<file path="src/rtl/hazard_control_unit_if.sv">
// Hazard-unit bus: ID-stage operand/control fields in, forwarding/stall/flush controls out.
interface hazard_control_unit_if #(
  parameter int unsigned CNT_W = 16
);
  logic [3:0]       ID_RA;
  logic [3:0]       ID_RB;
  logic [3:0]       ID_RD;
  logic             use_RA;
  logic             use_RB;
  logic             use_RD;
  logic             ID_RF_enable;
  logic             ID_load_instr;
  logic             branch_taken;
  logic [1:0]       fwd_A;
  logic [1:0]       fwd_B;
  logic [1:0]       fwd_D;
  logic             PC_LE;
  logic             IF_ID_LE;
  logic             NOP_sel;
  logic             IF_ID_Clr;
  logic [CNT_W-1:0] stall_count;
  logic [CNT_W-1:0] flush_count;

  // Pipeline side: presents the ID instruction, consumes the hazard controls.
  modport master (
    output ID_RA, ID_RB, ID_RD, use_RA, use_RB, use_RD, ID_RF_enable, ID_load_instr,
           branch_taken,
    input  fwd_A, fwd_B, fwd_D, PC_LE, IF_ID_LE, NOP_sel, IF_ID_Clr, stall_count, flush_count
  );

  modport slave (
    input  ID_RA, ID_RB, ID_RD, use_RA, use_RB, use_RD, ID_RF_enable, ID_load_instr,
           branch_taken,
    output fwd_A, fwd_B, fwd_D, PC_LE, IF_ID_LE, NOP_sel, IF_ID_Clr, stall_count, flush_count
  );
endinterface

</file>
<file path="src/rtl/hazard_control_unit.sv">
// 5-stage pipeline hazard controller: shadow EX/MEM/WB destinations drive forwarding selects,
// a one-cycle load-use stall, taken-branch IF/ID flush and saturating debug counters.
module hazard_control_unit #(
  parameter int unsigned CNT_W = 16
) (
  input  logic                 Clk,
  input  logic                 Clr,
  hazard_control_unit_if.slave bus
);

  logic [3:0]       ex_rd_q, ex_rd_d, mem_rd_q, mem_rd_d, wb_rd_q, wb_rd_d;
  logic             ex_we_q, ex_we_d, mem_we_q, mem_we_d, wb_we_q, wb_we_d;
  logic             ex_ld_q, ex_ld_d;
  logic [CNT_W-1:0] stall_cnt_q, stall_cnt_d, flush_cnt_q, flush_cnt_d;
  logic             hit_a, hit_b, hit_d, stall, flush;

  // A used, non-PC source that names the destination of a load still in EX.
  function automatic logic ld_hit(input logic use_x, input logic [3:0] src,
                                  input logic [3:0] rd, input logic we, input logic ld);
    return use_x && (src != 4'hF) && we && ld && (rd == src);
  endfunction

  // Youngest producer wins; an EX load cannot supply data yet, so it is skipped.
  function automatic logic [1:0] fwd_sel(input logic use_x, input logic [3:0] src,
                                         input logic [3:0] e_rd, input logic e_we,
                                         input logic e_ld, input logic [3:0] m_rd,
                                         input logic m_we, input logic [3:0] w_rd,
                                         input logic w_we);
    if (!use_x || src == 4'hF)            return 2'b00;
    if (e_we && e_rd == src && !e_ld)     return 2'b01;
    if (m_we && m_rd == src)              return 2'b10;
    if (w_we && w_rd == src)              return 2'b11;
    return 2'b00;
  endfunction

  always_comb begin
    hit_a = ld_hit(bus.use_RA, bus.ID_RA, ex_rd_q, ex_we_q, ex_ld_q);
    hit_b = ld_hit(bus.use_RB, bus.ID_RB, ex_rd_q, ex_we_q, ex_ld_q);
    hit_d = ld_hit(bus.use_RD, bus.ID_RD, ex_rd_q, ex_we_q, ex_ld_q);
    stall = hit_a | hit_b | hit_d;
    flush = bus.branch_taken & ~stall;
  end

  always_comb begin
    ex_rd_d  = stall ? 4'h0 : bus.ID_RD;
    ex_we_d  = stall ? 1'b0 : bus.ID_RF_enable;
    ex_ld_d  = stall ? 1'b0 : bus.ID_load_instr;
    mem_rd_d = ex_rd_q;
    mem_we_d = ex_we_q;
    wb_rd_d  = mem_rd_q;
    wb_we_d  = mem_we_q;

    stall_cnt_d = stall_cnt_q;
    flush_cnt_d = flush_cnt_q;
    if (stall && stall_cnt_q != '1) stall_cnt_d = stall_cnt_q + CNT_W'(1);
    if (flush && flush_cnt_q != '1) flush_cnt_d = flush_cnt_q + CNT_W'(1);
  end

  always_ff @(posedge Clk) begin
    if (Clr) begin
      ex_rd_q     <= 4'h0;
      ex_we_q     <= 1'b0;
      ex_ld_q     <= 1'b0;
      mem_rd_q    <= 4'h0;
      mem_we_q    <= 1'b0;
      wb_rd_q     <= 4'h0;
      wb_we_q     <= 1'b0;
      stall_cnt_q <= '0;
      flush_cnt_q <= '0;
    end else begin
      ex_rd_q     <= ex_rd_d;
      ex_we_q     <= ex_we_d;
      ex_ld_q     <= ex_ld_d;
      mem_rd_q    <= mem_rd_d;
      mem_we_q    <= mem_we_d;
      wb_rd_q     <= wb_rd_d;
      wb_we_q     <= wb_we_d;
      stall_cnt_q <= stall_cnt_d;
      flush_cnt_q <= flush_cnt_d;
    end
  end

  assign bus.fwd_A       = fwd_sel(bus.use_RA, bus.ID_RA, ex_rd_q, ex_we_q, ex_ld_q,
                                   mem_rd_q, mem_we_q, wb_rd_q, wb_we_q);
  assign bus.fwd_B       = fwd_sel(bus.use_RB, bus.ID_RB, ex_rd_q, ex_we_q, ex_ld_q,
                                   mem_rd_q, mem_we_q, wb_rd_q, wb_we_q);
  assign bus.fwd_D       = fwd_sel(bus.use_RD, bus.ID_RD, ex_rd_q, ex_we_q, ex_ld_q,
                                   mem_rd_q, mem_we_q, wb_rd_q, wb_we_q);
  assign bus.PC_LE       = ~stall;
  assign bus.IF_ID_LE    = ~stall;
  assign bus.NOP_sel     = stall;
  assign bus.IF_ID_Clr   = flush;
  assign bus.stall_count = stall_cnt_q;
  assign bus.flush_count = flush_cnt_q;

endmodule

</file>
<file path="src/flat_wrapper.sv">
// flat-port wrapper written by rule: the top's interface ports become plain ports
module hazard_control_unit_flat 
#(
  parameter int unsigned CNT_W = 16
)
  (Clk, Clr, bus_ID_RA, bus_ID_RB, bus_ID_RD, bus_use_RA, bus_use_RB, bus_use_RD, bus_ID_RF_enable, bus_ID_load_instr, bus_branch_taken, bus_fwd_A, bus_fwd_B, bus_fwd_D, bus_PC_LE, bus_IF_ID_LE, bus_NOP_sel, bus_IF_ID_Clr, bus_stall_count, bus_flush_count);
  hazard_control_unit_if #(.CNT_W(CNT_W)) bus_i ();
  input  logic Clk;
  input  logic Clr;
  input wire logic [$bits(bus_i.ID_RA)-1:0] bus_ID_RA;
  input wire logic [$bits(bus_i.ID_RB)-1:0] bus_ID_RB;
  input wire logic [$bits(bus_i.ID_RD)-1:0] bus_ID_RD;
  input wire logic [$bits(bus_i.use_RA)-1:0] bus_use_RA;
  input wire logic [$bits(bus_i.use_RB)-1:0] bus_use_RB;
  input wire logic [$bits(bus_i.use_RD)-1:0] bus_use_RD;
  input wire logic [$bits(bus_i.ID_RF_enable)-1:0] bus_ID_RF_enable;
  input wire logic [$bits(bus_i.ID_load_instr)-1:0] bus_ID_load_instr;
  input wire logic [$bits(bus_i.branch_taken)-1:0] bus_branch_taken;
  output wire logic [$bits(bus_i.fwd_A)-1:0] bus_fwd_A;
  output wire logic [$bits(bus_i.fwd_B)-1:0] bus_fwd_B;
  output wire logic [$bits(bus_i.fwd_D)-1:0] bus_fwd_D;
  output wire logic [$bits(bus_i.PC_LE)-1:0] bus_PC_LE;
  output wire logic [$bits(bus_i.IF_ID_LE)-1:0] bus_IF_ID_LE;
  output wire logic [$bits(bus_i.NOP_sel)-1:0] bus_NOP_sel;
  output wire logic [$bits(bus_i.IF_ID_Clr)-1:0] bus_IF_ID_Clr;
  output wire logic [$bits(bus_i.stall_count)-1:0] bus_stall_count;
  output wire logic [$bits(bus_i.flush_count)-1:0] bus_flush_count;
  assign bus_i.ID_RA = bus_ID_RA;
  assign bus_i.ID_RB = bus_ID_RB;
  assign bus_i.ID_RD = bus_ID_RD;
  assign bus_i.use_RA = bus_use_RA;
  assign bus_i.use_RB = bus_use_RB;
  assign bus_i.use_RD = bus_use_RD;
  assign bus_i.ID_RF_enable = bus_ID_RF_enable;
  assign bus_i.ID_load_instr = bus_ID_load_instr;
  assign bus_i.branch_taken = bus_branch_taken;
  assign bus_fwd_A = bus_i.fwd_A;
  assign bus_fwd_B = bus_i.fwd_B;
  assign bus_fwd_D = bus_i.fwd_D;
  assign bus_PC_LE = bus_i.PC_LE;
  assign bus_IF_ID_LE = bus_i.IF_ID_LE;
  assign bus_NOP_sel = bus_i.NOP_sel;
  assign bus_IF_ID_Clr = bus_i.IF_ID_Clr;
  assign bus_stall_count = bus_i.stall_count;
  assign bus_flush_count = bus_i.flush_count;
  hazard_control_unit #(.CNT_W(CNT_W)) u_core (.Clk(Clk), .Clr(Clr), .bus(bus_i));
endmodule
</file>
<file path="config.mk">
export PLATFORM = sky130hd
export DESIGN_NAME = hazard_control_unit_flat
export DESIGN_NICKNAME = d
export VERILOG_FILES = /design/src/rtl/hazard_control_unit_if.sv /design/src/rtl/hazard_control_unit.sv /design/src/flat_wrapper.sv
export SDC_FILE = /design/constraint.sdc
export NUM_CORES = 1
export LEC_CHECK = 0
export BUFFER_PORTS_ARGS = -buffer_cell sky130_fd_sc_hd__buf_4
export CAP_MARGIN = 20
export CORE_MARGIN = 10
export CORE_UTILIZATION = 30
export DETAILED_ROUTE_END_ITERATION = 12
export GPL_ROUTABILITY_DRIVEN = 0
export MAX_ROUTING_LAYER = met4
export PLACE_DENSITY = 0.53
export SKIP_CTS_REPAIR_TIMING = 1
export SYNTH_ARGS = -nofsm -noshare
export SYNTH_HDL_FRONTEND = slang
export SYNTH_SLANG_ARGS = --single-unit
</file>
<file path="constraint.sdc">
create_clock -name Clk -period 3.55 [get_ports Clk]
set_input_delay 0.1775 -clock Clk [delete_from_list [all_inputs] [get_ports Clk]]
set_output_delay 0.1775 -clock Clk [all_outputs]
set_load 0.005 [all_outputs]
</file>
==> results.cfg <==
[outcome]
status = completed

[placement]
dp_hpwl_um = 5540
numPortBuffers = 61

[timing]
fin_crit_ns = 2.48
finalSetupViolations = 0
skew_ns = 0.00442
rsz0062_at_grt = false
maxSlewHeadroom = 0.582
fin_crit_sh = 0.697
timing.fmax_ghz = 0.404
worstMarginPinSlew_ns = 0.623
finalHoldViolations = 0
drv_slew = 0
holdWs_ns = 0.0704
fin_tns_setup_ns = 0

[synth]
syn_nets = 331
yosys.area_share.xor_xnor = 0.164
yosys_register_bits = 48
synth.cell_area_mm2 = 0.00261
synth.distinct_cells = 42
avgSynthCellArea_um2 = 8.46
synth_compound_area_frac = 0.0957
synth-simple-area-share = 0.315
synth_adder_area_share = 0.00957
yosysSeqAreaShare = 0.368
yosysWarnings = 0
synth_top_family_by_area = simple AND/OR/NAND/NOR gates
synthMuxAreaShare = 0.0211
synth_cells = 309

[run]
drv_cap = 0

[routing]
dr.pass1.iters = 4
routed_wl_um = 7140
wl_met3_um = 410
vias = 2336
wl_met1_um = 3530
drt_iter0_drc = 83
topRoutingLayerUsed = met4
wl_met2_um = 3120
drcViolationCount = 0
post_drt_wl_per_cell_um = 15.1
viasPerCell = 4.93
ant_nets = 0

[clocking]
clkLatencyLatePin_ns = 0.30
cts_sinks = 48
htreeDepth = 2
cts_buffers = 5
cts_tree = built
clk_path_buf_depth = 2
root_buffer = clkbuf_8
clkTransAtPathRegs_ns = 0.09

[critical_path]
worstPathArrival_ns = 2.30
crit_chain = xnor2_1 -> nand4_1 -> o32ai_4 -> nor2_1 -> inv_2 -> nor2_1 -> buf_4
worstSetupPathType = flip-flop to primary output
max_stage_delay_ns = 0.62
path_common_cell = nor2_1
crit_family = compound AO/OA/AOI/OAI gates
required_ns = 3.37
worst_setup_path_end_kind = primary output
path_max_fanout = 15
cp_slowest_cell = o32ai_4
critPathBufInv = 2
worst_setup_path_start_kind = flip-flop

[final_layout]
mostFrequentLayoutCells = buf_4, dfxtp_1, nor2_1
syn2layout_area_growth_pct = 25.2
final_common_cell = buf_4
final_nets = 390
drive_gt1_frac = 0.225
diodes = 0

[grt]
grt_max_degree = 49
grt_pass1_vias = 2361
track_usage = 0.112
grt_pass1_wl_um = 11700
grt_overflow = 0
antenna_found_initial = 0

[power]
leakage_nw = 1.25
p_per_area_mw_per_mm2 = 325
vdd_drop_max_v = 0.000189

[die]
initial_utilization = 0.313
dieArea_mm2 = 0.0128
core_area_mm2 = 0.00834
die-width_um = 113
io_pins = 62
die-height_um = 113
rows = 33

[worst_hold_path]
hp-class = input port to flip-flop
## flip-flops by register name (all words and copies together) (netlist names)
signal                  flops
u_core.ex_rd_q              4
u_core.wb_we_q              1
u_core.bus.flush_count     16
u_core.ex_we_q              1
u_core.mem_we_q             1
u_core.ex_ld_q              1
u_core.wb_rd_q              4
u_core.bus.stall_count     16
u_core.mem_rd_q             4
## path summary, 6_finish.rpt
| kind | start | end | slack, ns | cells past startpoint |
|---|---|---|---|---|
| worst max-delay path | u_core.ex_rd_q[0] | bus_IF_ID_Clr | 1.07 | 7 |
| worst min register to register | u_core.bus.stall_count[9] | u_core.bus.stall_count[9] | 0.50 | 2 |
| worst min-delay path | bus_ID_RF_enable | u_core.ex_we_q | 0.07 | 2 |
| worst max register to register | u_core.ex_rd_q[0] | u_core.bus.stall_count[7] | 1.18 | 6 |
## area by class of cell
class	count	area, um2
Clock buffer	5	68.8
Clock inverter	3	42.5
Fill cell	870	5070
Inverter	6	22.5
Multi-Input combinational cell	245	1580
Sequential cell	48	961
Tap cell	105	131
Timing Repair Buffer	62	465
## cell usage after synthesis, drive strengths merged
cell	count	area, um2
a21o	2	15.0
a21oi	16	80.1
a311oi	1	8.76
a41oi	1	8.76
and2	8	51.3
and3	6	37.5
buf	5	28.8
clkbuf	5	20.0
dfxtp	48	961
ha	2	25.0
inv	6	22.5
mux2	4	45.0
mux2i	1	10.0
nand2	20	75.1
nand2b	1	6.26
nand3	17	85.1
nand4	14	93.8
nor2	33	124
nor2b	18	113
nor3	14	75.1
nor4	8	56.3
nor4b	2	17.5
nor4bb	1	10.0
o211ai	4	30.0
o21ai	8	43.8
o31ai	3	36.3
o32ai	1	27.5
or3	8	55.1
or4	3	22.5
xnor2	26	228
xor2	23	201
## cells by family after synthesis
group	count (synthesis)
flip-flops	48
AO/OA/AOI/OAI	36
AND/OR/NAND/NOR	153
adder cells (fa/ha/maj)	2
buffers and inverters	16
multiplexers	5
XOR/XNOR	49
## power breakdown
group          switching (mW)  internal [mW]  total, mW
registers              0.0130          0.548      0.561
clock network           0.188          0.209      0.397
logic                  0.0538         0.0513      0.105
## per-layer routing
metal | up-vias | GRT usage
li1 | 1195 | -
met1 | 1072 | 0.140
met2 | 59 | 0.171
met3 | 10 | 0.0349
met4 | 0 | 0.0288
met5 | - | -
## per-stage QoR
| stage | util | worst slack, ns | total power, mW | cells | cell area (um2) |
|---|---|---|---|---|---|
| after floorplan | - | 1.66 | 0.632 | 309 | 2610 |
| after global placement | 0.379 | 1.22 | 0.678 | 466 | 3160 |
| after detailed placement | 0.379 | 1.21 | 0.679 | 466 | 3160 |
| after CTS | 0.392 | 1.05 | 1.08 | 474 | 3270 |
| after global routing | 0.392 | 0.892 | 1.11 | 474 | 3270 |
| final | 0.392 | 1.07 | 1.06 | 474 | 3270 |
Note: power is estimated with default switching activity, not from simulation.
